`src/rtl/i2c_target_responder.sv`:
```
// i2c_target_responder
//   I2C target (slave) answering a single 7-bit address on one bus.
//   Decodes START, repeated START and STOP. Bytes written by the master
//   come out on a push strobe. Bytes read by the master are taken from a
//   valid/ready source.
//
//   Optional feature macro: I2C_TARGET_CLK_STRETCH_EN
//     defined   - an empty read source stretches SCL until data arrives.
//     undefined - scl_o is tied high; an empty source sends 8'hFF and sets
//                 the sticky underflow_o flag.
//
// Ports
//   clk_i, rst_i            clock, asynchronous active-high reset
//   scl_i, sda_i            raw bus line levels (asynchronous)
//   scl_o, sda_o            open-drain controls (0 = pull low, 1 = release)
//   wr_data_o, wr_valid_o   written byte and its 1-cycle strobe
//   wr_full_i               sink full: the byte is NACKed and dropped
//   rd_data_i, rd_valid_i   next byte to return to the master
//   rd_ready_o              1-cycle strobe: rd_data_i consumed
//   busy_o                  addressed transaction in progress
//   underflow_o             sticky: a read byte was needed but unavailable
`timescale 1ns/1ps
module i2c_target_responder #(
  parameter logic [6:0] SLAVE_ADDR  = 7'h22,
  parameter int         SYNC_STAGES = 2
) (
  input  logic       clk_i,
  input  logic       rst_i,
  input  logic       scl_i,
  input  logic       sda_i,
  output logic       scl_o,
  output logic       sda_o,
  output logic [7:0] wr_data_o,
  output logic       wr_valid_o,
  input  logic       wr_full_i,
  input  logic [7:0] rd_data_i,
  input  logic       rd_valid_i,
  output logic       rd_ready_o,
  output logic       busy_o,
  output logic       underflow_o
);

  localparam logic [2:0] IDLE     = 3'd0;
  localparam logic [2:0] ADDR     = 3'd1;
  localparam logic [2:0] ADDR_ACK = 3'd2;
  localparam logic [2:0] WR_BYTE  = 3'd3;
  localparam logic [2:0] WR_ACK   = 3'd4;
  localparam logic [2:0] RD_BYTE  = 3'd5;
  localparam logic [2:0] RD_ACK   = 3'd6;
  localparam logic [2:0] IGNORE   = 3'd7;

  logic [SYNC_STAGES-1:0] scl_sync, sda_sync;
  logic       scl_s, sda_s, scl_d, sda_d;
  logic       scl_rise, scl_fall, start_det, stop_det;
  logic [2:0] state;
  logic [3:0] bit_cnt;
  logic [7:0] shreg;
  logic [7:0] new_byte;
  logic       rw;       // R/W bit of the decoded address
  logic       phase;    // set once the 9th (ACK) rising edge has been seen
  logic       pushed;   // current write byte was accepted by the sink
  logic       push;
  logic       fetch;

`ifdef I2C_TARGET_CLK_STRETCH_EN
  logic scl_hold;
  logic stretch;
  assign scl_o       = scl_hold;
  assign underflow_o = 1'b0;
`else
  logic underflow_r;
  assign scl_o       = 1'b1;
  assign underflow_o = underflow_r;
`endif

  assign scl_s     = scl_sync[SYNC_STAGES-1];
  assign sda_s     = sda_sync[SYNC_STAGES-1];
  assign scl_rise  = scl_s & ~scl_d;
  assign scl_fall  = ~scl_s & scl_d;
  assign start_det = scl_s & sda_d & ~sda_s;
  assign stop_det  = scl_s & ~sda_d & sda_s;
  assign new_byte  = {shreg[6:0], sda_s};
  // The push is decided independently of START/STOP so a byte completed
  // in the same cycle as a bus condition is still delivered.
  assign push  = (state == WR_BYTE) & scl_rise & (bit_cnt == 4'd7) & ~wr_full_i;
  // Falling edge that closes an ACK and begins a read byte.
  assign fetch = scl_fall & phase &
                 (((state == ADDR_ACK) & rw) | (state == RD_ACK));

  // Line synchronizers plus one-cycle delayed copies for edge detection.
  always_ff @(posedge clk_i or posedge rst_i) begin
    if (rst_i) begin
      scl_sync <= '1;
      sda_sync <= '1;
      scl_d    <= 1'b1;
      sda_d    <= 1'b1;
    end else begin
      scl_sync <= {scl_sync[SYNC_STAGES-2:0], scl_i};
      sda_sync <= {sda_sync[SYNC_STAGES-2:0], sda_i};
      scl_d    <= scl_s;
      sda_d    <= sda_s;
    end
  end

  // Protocol state machine, shift register and all registered outputs.
  always_ff @(posedge clk_i or posedge rst_i) begin
    if (rst_i) begin
      state      <= IDLE;
      bit_cnt    <= 4'd0;
      shreg      <= 8'd0;
      rw         <= 1'b0;
      phase      <= 1'b0;
      pushed     <= 1'b0;
      sda_o      <= 1'b1;
      wr_data_o  <= 8'd0;
      wr_valid_o <= 1'b0;
      rd_ready_o <= 1'b0;
      busy_o     <= 1'b0;
`ifdef I2C_TARGET_CLK_STRETCH_EN
      scl_hold   <= 1'b1;
      stretch    <= 1'b0;
`else
      underflow_r <= 1'b0;
`endif
    end else begin
      wr_valid_o <= push;
      rd_ready_o <= 1'b0;
      if (push) begin
        wr_data_o <= new_byte;
      end
      if (start_det) begin
        state   <= ADDR;
        bit_cnt <= 4'd0;
        phase   <= 1'b0;
        sda_o   <= 1'b1;
`ifdef I2C_TARGET_CLK_STRETCH_EN
        scl_hold <= 1'b1;
        stretch  <= 1'b0;
`endif
      end else if (stop_det) begin
        state  <= IDLE;
        busy_o <= 1'b0;
        sda_o  <= 1'b1;
`ifdef I2C_TARGET_CLK_STRETCH_EN
        scl_hold <= 1'b1;
        stretch  <= 1'b0;
`endif
`ifdef I2C_TARGET_CLK_STRETCH_EN
      end else if (stretch) begin
        // SCL is held low; wait for the source, then load and let go.
        if (rd_valid_i) begin
          stretch    <= 1'b0;
          scl_hold   <= 1'b1;
          rd_ready_o <= 1'b1;
          shreg      <= rd_data_i;
          sda_o      <= rd_data_i[7];
        end
`endif
      end else begin
        case (state)
          IDLE, IGNORE: begin
          end
          ADDR: begin
            if (scl_rise) begin
              shreg   <= new_byte;
              bit_cnt <= bit_cnt + 4'd1;
              if (bit_cnt == 4'd7) begin
                if (new_byte[7:1] == SLAVE_ADDR) begin
                  state  <= ADDR_ACK;
                  busy_o <= 1'b1;
                  rw     <= new_byte[0];
                  phase  <= 1'b0;
                end else begin
                  state  <= IGNORE;
                  busy_o <= 1'b0;
                end
              end
            end
          end
          ADDR_ACK: begin
            if (scl_fall) begin
              if (!phase) begin
                sda_o <= 1'b0;
              end else begin
                sda_o   <= 1'b1;
                bit_cnt <= 4'd0;
                state   <= rw ? RD_BYTE : WR_BYTE;
              end
            end else if (scl_rise) begin
              phase <= 1'b1;
            end
          end
          WR_BYTE: begin
            if (scl_rise) begin
              shreg   <= new_byte;
              bit_cnt <= bit_cnt + 4'd1;
              if (bit_cnt == 4'd7) begin
                pushed <= ~wr_full_i;
                state  <= WR_ACK;
                phase  <= 1'b0;
              end
            end
          end
          WR_ACK: begin
            if (scl_fall) begin
              if (!phase) begin
                sda_o <= ~pushed;   // ACK only if the sink took the byte
              end else begin
                sda_o   <= 1'b1;
                bit_cnt <= 4'd0;
                state   <= WR_BYTE;
              end
            end else if (scl_rise) begin
              phase <= 1'b1;
            end
          end
          RD_BYTE: begin
            if (scl_rise) begin
              bit_cnt <= bit_cnt + 4'd1;
            end else if (scl_fall) begin
              if (bit_cnt == 4'd8) begin
                state <= RD_ACK;
                sda_o <= 1'b1;
                phase <= 1'b0;
              end else begin
                shreg <= {shreg[6:0], 1'b0};
                sda_o <= shreg[6];
              end
            end
          end
          RD_ACK: begin
            if (scl_rise) begin
              if (sda_s) begin
                state <= IGNORE;   // master NACK ends the read
              end else begin
                phase <= 1'b1;
              end
            end else if (scl_fall && phase) begin
              state <= RD_BYTE;
            end
          end
          default: begin
            state <= IDLE;
          end
        endcase
        // Load the next read byte; overrides the ACK release above.
        if (fetch) begin
          bit_cnt <= 4'd0;
          if (rd_valid_i) begin
            rd_ready_o <= 1'b1;
            shreg      <= rd_data_i;
            sda_o      <= rd_data_i[7];
          end else begin
            sda_o <= 1'b1;
`ifdef I2C_TARGET_CLK_STRETCH_EN
            stretch  <= 1'b1;
            scl_hold <= 1'b0;
`else
            shreg       <= 8'hFF;
            underflow_r <= 1'b1;
`endif
          end
        end
      end
    end
  end

endmodule

```
`config.mk`:
```
export PLATFORM = sky130hd
export DESIGN_NAME = i2c_target_responder
export DESIGN_NICKNAME = d
export VERILOG_FILES = /design/src/rtl/i2c_target_responder.sv
export SDC_FILE = /design/constraint.sdc
export NUM_CORES = 1
export LEC_CHECK = 0
export ABC_AREA = 1
export BUFFER_PORTS_ARGS = -buffer_cell sky130_fd_sc_hd__buf_2
export CORE_MARGIN = 1.5
export CORE_UTILIZATION = 51
export DETAILED_ROUTE_END_ITERATION = 10
export MAX_ROUTING_LAYER = met4
export PLACE_DENSITY = 0.72
export RECOVER_POWER = 100
export REMOVE_ABC_BUFFERS = 1
export SYNTH_ARGS = -nofsm -noshare
export SYNTH_HDL_FRONTEND = slang
export SYNTH_SLANG_ARGS = --single-unit
```
`constraint.sdc`:
```
create_clock -name clk_i -period 1.8 [get_ports clk_i]
set_input_delay 0.54 -clock clk_i [delete_from_list [all_inputs] [get_ports clk_i]]
set_output_delay 0.54 -clock clk_i [all_outputs]
set_load 0.02 [all_outputs]
```
==> metrics.md <==
| Metric | Value |
|---|---|
| Reg-to-reg setup timing slack | `0.07 ns` |
| Highest-delay cell along the critical path | `dfrtp_1` |
| Synthesized area per cell | `7.38 um^2` |
| Count of final hold-check violations | `0` |
| Critical path launch point type | `flip-flop` |
| DRT Wirelength | `5230 um` |
| Average vias per placed instance | `5.29` |
| Count of placed standard cells in the final layout, fillers left out | `385` |
| Fraction of the cycle the final worst path needs | `96.1%` |
| Count of cell types in the netlist | `35` |
| Congestion Overflow GR | `0` |
| Final Instance Area | `2500 um^2` |
| FF-to-FF Start | `state[0]$_DFFE_PP0P_` |
| Final routed DRC violation total | `0` |
| Vias in the first global route | `1888` |
| Post-Syn Area | `2180 um^2` |
| Number of top-level design ports | `28` |
| Total clock buffers created by CTS | `5` |
| Share of post-route cells with drive strength above 1 | `20.9%` |
| Transition time of the tightest slew-check pin | `0.875 ns` |
| Detailed router's first-iteration violation count | `233` |
| Pre-antenna DRT Iters | `5` |
| Routability congestion estimate from global placement | `0.976` |
| Launch point of the critical path | `state[0]$_DFFE_PP0P_` |
| Largest incremental delay on the critical path | `0.44 ns` |
| Number of synthesized register bits | `36` |
| Worst min path class | `in2reg` |
| Yosys warns | `0` |
| Critical path cell sequence | `buf_4 > inv_2 > a21oi_1 > nand2_1 > o21ai_4 > nand2_4 > nand2_1 > nand2_1` |
| Post-Place Cell Area | `2400 um^2` |
| Endpoint class of the critical path | `flip-flop` |
| Number of logic stages on the critical path including buffering | `8` |
| Setup repair after global routing missed its margin | `false` |
| Clock period minus final worst setup slack | `1.73 ns` |
| Proportion of synthesized flip-flops having asynchronous set or reset | `100%` |
| Setup Viol. Count Final | `0` |
| Initial Util | `53.7%` |
| Gate family responsible for the most delay along the worst path | `compound AO/OA/AOI/OAI gates` |
| CTS tree | `yes` |
| Critical setup path kind | `reg2reg` |
| Arr. time, crit path | `1.92 ns` |
| Fill cell count | `379` |
| Antenna Violating Nets Remaining | `0` |
| Number of enable flip-flop cells after synthesis | `0` |
| Endpoint of the worst register-to-register path | `shreg[2]$_DFFE_PP0P_` |
| Clock insertion delay at the later pin of the skew report | `0.30 ns` |
| Antenna cells | `0` |
| Cell with the most instances on the worst path | `nand2_1` |
| Pin count of the biggest net entering global routing | `37` |
| Largest fanout on the critical path | `8` |
| Critical path required time | `1.99 ns` |
| Status | `completed` |
| Core outline area | `4060 um^2` |
| Destination of the critical timing path | `shreg[2]$_DFFE_PP0P_` |
| Flip-flop cell with the highest count after synthesis | `dfrtp_1` |
| Max-cap violations | `0` |
| Total number of vias | `2037` |
| Cell depth of the worst flop-to-flop path | `8` |
| DP HPWL | `3860 um` |
| Wire length of the first global-routing pass | `8650 um` |
| Peak supply drop | `0.832 mV` |
| Buffer type at the clock tree root | `clkbuf_8` |
| Cell row count | `23` |
| Number of antenna violations at the first check in global routing | `0` |
| # nets final | `350` |
| PnR Total Power | `3.66 mW` |
| Headroom to the max-slew limit | `41.7%` |
| PwrDens | `1460 nW/um^2` |
| Die ar. | `4670 um^2` |
| Clock-pin slew reported for the worst setup and hold paths after clock tree synthesis | `0.07 ns` |
| CP bufs+invs | `2` |
| Final cell utilization of the core | `61.6%` |
| Horiz. Die Dim | `68.3 um` |
| Deepest clock path buffer count | `2` |
| FF+latch area | `910 um^2` |
| Tot GR Track Use | `26.1%` |
| CTS H-tree lvls | `2` |
| Worst hold slack | `0.338 ns` |
| DR WL/cell | `13.6 um` |
| Placed insts | `376` |
| P_leak | `1.30 nW` |
| Max Transition Viols Final | `0` |
| Area taken by multi-input logic gates | `1100 um^2` |
| Highest attainable clock frequency | `0.578 GHz` |
| Port Buffer Count | `26` |
| Sequential area share after synthesis | `41.8%` |
| Synthesized instance count | `295` |
| Worst clock skew | `0.00760 ns` |
| Area grow syn2layout | `14.8%` |
| Count of clock tree sinks | `36` |
| Vertical extent of the die | `68.3 um` |
[worst min path at each step]
stage	endpoint	depth (start not counted)	startpoint
6_report	sda_sync[0]$_DFF_PP1_	1	sda_i
3_3_place_gp	scl_sync[1]$_DFF_PP1_	0	scl_sync[0]$_DFF_PP1_
5_1_grt	scl_sync[0]$_DFF_PP1_	1	scl_i
4_1_cts	sda_sync[0]$_DFF_PP1_	1	sda_i
2_1_floorplan	scl_sync[1]$_DFF_PP1_	0	scl_sync[0]$_DFF_PP1_
3_5_place_dp	scl_sync[1]$_DFF_PP1_	0	scl_sync[0]$_DFF_PP1_
[state kept, by name, indices dropped and copies added (netlist names)]
signal / cells
rw: 1
phase: 1
sda_d: 1
bit_cnt: 4
shreg: 7
scl_sync: 2
scl_d: 1
busy_o: 1
wr_data_o: 8
rd_ready_o: 1
state: 3
sda_sync: 2
wr_valid_o: 1
pushed: 1
underflow_o: 1
sda_o: 1
[layout make-up]
cell class / instances / area share [%]
inverter: 30 / 4.65
multi-input combinational: 223 / 44.1
tap: 50 / 2.50
clock inverter: 2 / 1.40
clock buffer: 6 / 2.90
sequential: 36 / 36.4
timing repair buffer: 38 / 8.06
[metal layers]
layer | GRT usage [%] | vias to the layer above | share of wire (%)
met5 | - | - | 0
met4 | 8.00 | 0 | 1.7
met3 | 7.57 | 12 | 6.4
met2 | 38.1 | 73 | 45
met1 | 35.2 | 936 | 47
li1 | - | 1016 | -
[layout by cell type, fill, tap and decap left out, drive strengths merged]
| cell type | count |
|---|---|
| clkbuf | 20 |
| inv | 29 |
| nand3 | 35 |
| dfstp | 7 |
| xnor2 | 1 |
| nor2 | 40 |
| and2 | 1 |
| dfrtp | 29 |
| xor2 | 1 |
| ha | 2 |
| o21ai | 28 |
| nand3b | 1 |
| a31o | 1 |
| conb | 1 |
| a21oi | 9 |
| buf | 24 |
| nand2 | 96 |
| clkinv | 2 |
| nor3 | 4 |
| o22ai | 1 |
| o211ai | 2 |
| bufinv | 1 |
[worst register-to-register path, stage by stage, from the launching register on]
cell and delay [ns]:
dfrtp_1 0.44, buf_4 0.17, inv_2 0.06, a21oi_1 0.23, nand2_1 0.14, o21ai_4 0.31
nand2_4 0.13, nand2_1 0.09, nand2_1 0.04
[metrics by stage]
step	setup WS, ns	setup TNS, ns
finish	0.0693	0
global route	0.00376	0
CTS	0.0152	0
detailed placement	0.0250	0
global placement	-0.00697	-0.00904
floorplan	0.0730	0
[where the power goes]
group | switching [mW] | internal (mW)
combinational | 1.20 | 0.630
clock | 0.300 | 0.411
sequential | 0.140 | 0.984
total | 1.64 | 2.02
[cell usage after synthesis, types with 2 or more instances]
master / instances / area share (%)
nand2_1: 86 / 15
nor2_1: 34 / 5.9
nand3_1: 32 / 7.4
dfrtp_1: 29 / 33
inv_1: 24 / 4.1
o21ai_0: 17 / 3.9
a21oi_1: 9 / 2.1
nand2_2: 9 / 2.6
o21ai_1: 9 / 2.1
dfstp_2: 7 / 8.4
inv_2: 4 / 0.69
nor2_4: 4 / 2.1
buf_6: 3 / 1.6
nor3_1: 3 / 0.69
buf_2: 2 / 0.46
ha_1: 2 / 1.1
nand3_2: 2 / 0.92
nor2_2: 2 / 0.57
[kinds of logic (layout without fill, tap and decap cells)]
logic type	Yosys count	in the layout	synth area share [%]
xor+xnor	2	2	0.805
simple gates	177	177	37.6
fa+ha+maj	2	2	1.15
compound gates	41	41	10.8
buf+inv	36	76	7.70
flops	36	36	41.8
other cells	1	1	0.172
[timing repair]
| action | 4_1_cts | 5_1_grt |
|---|---|---|
| setup buffers | 0 | 1 |
| resized for setup | 0 | 3 |
| setup endpoints to repair | 0 | 10 |
| hold endpoints to repair | 0 | 0 |
| hold buffers | 0 | 0 |
Power figures use the tool's default switching activity.
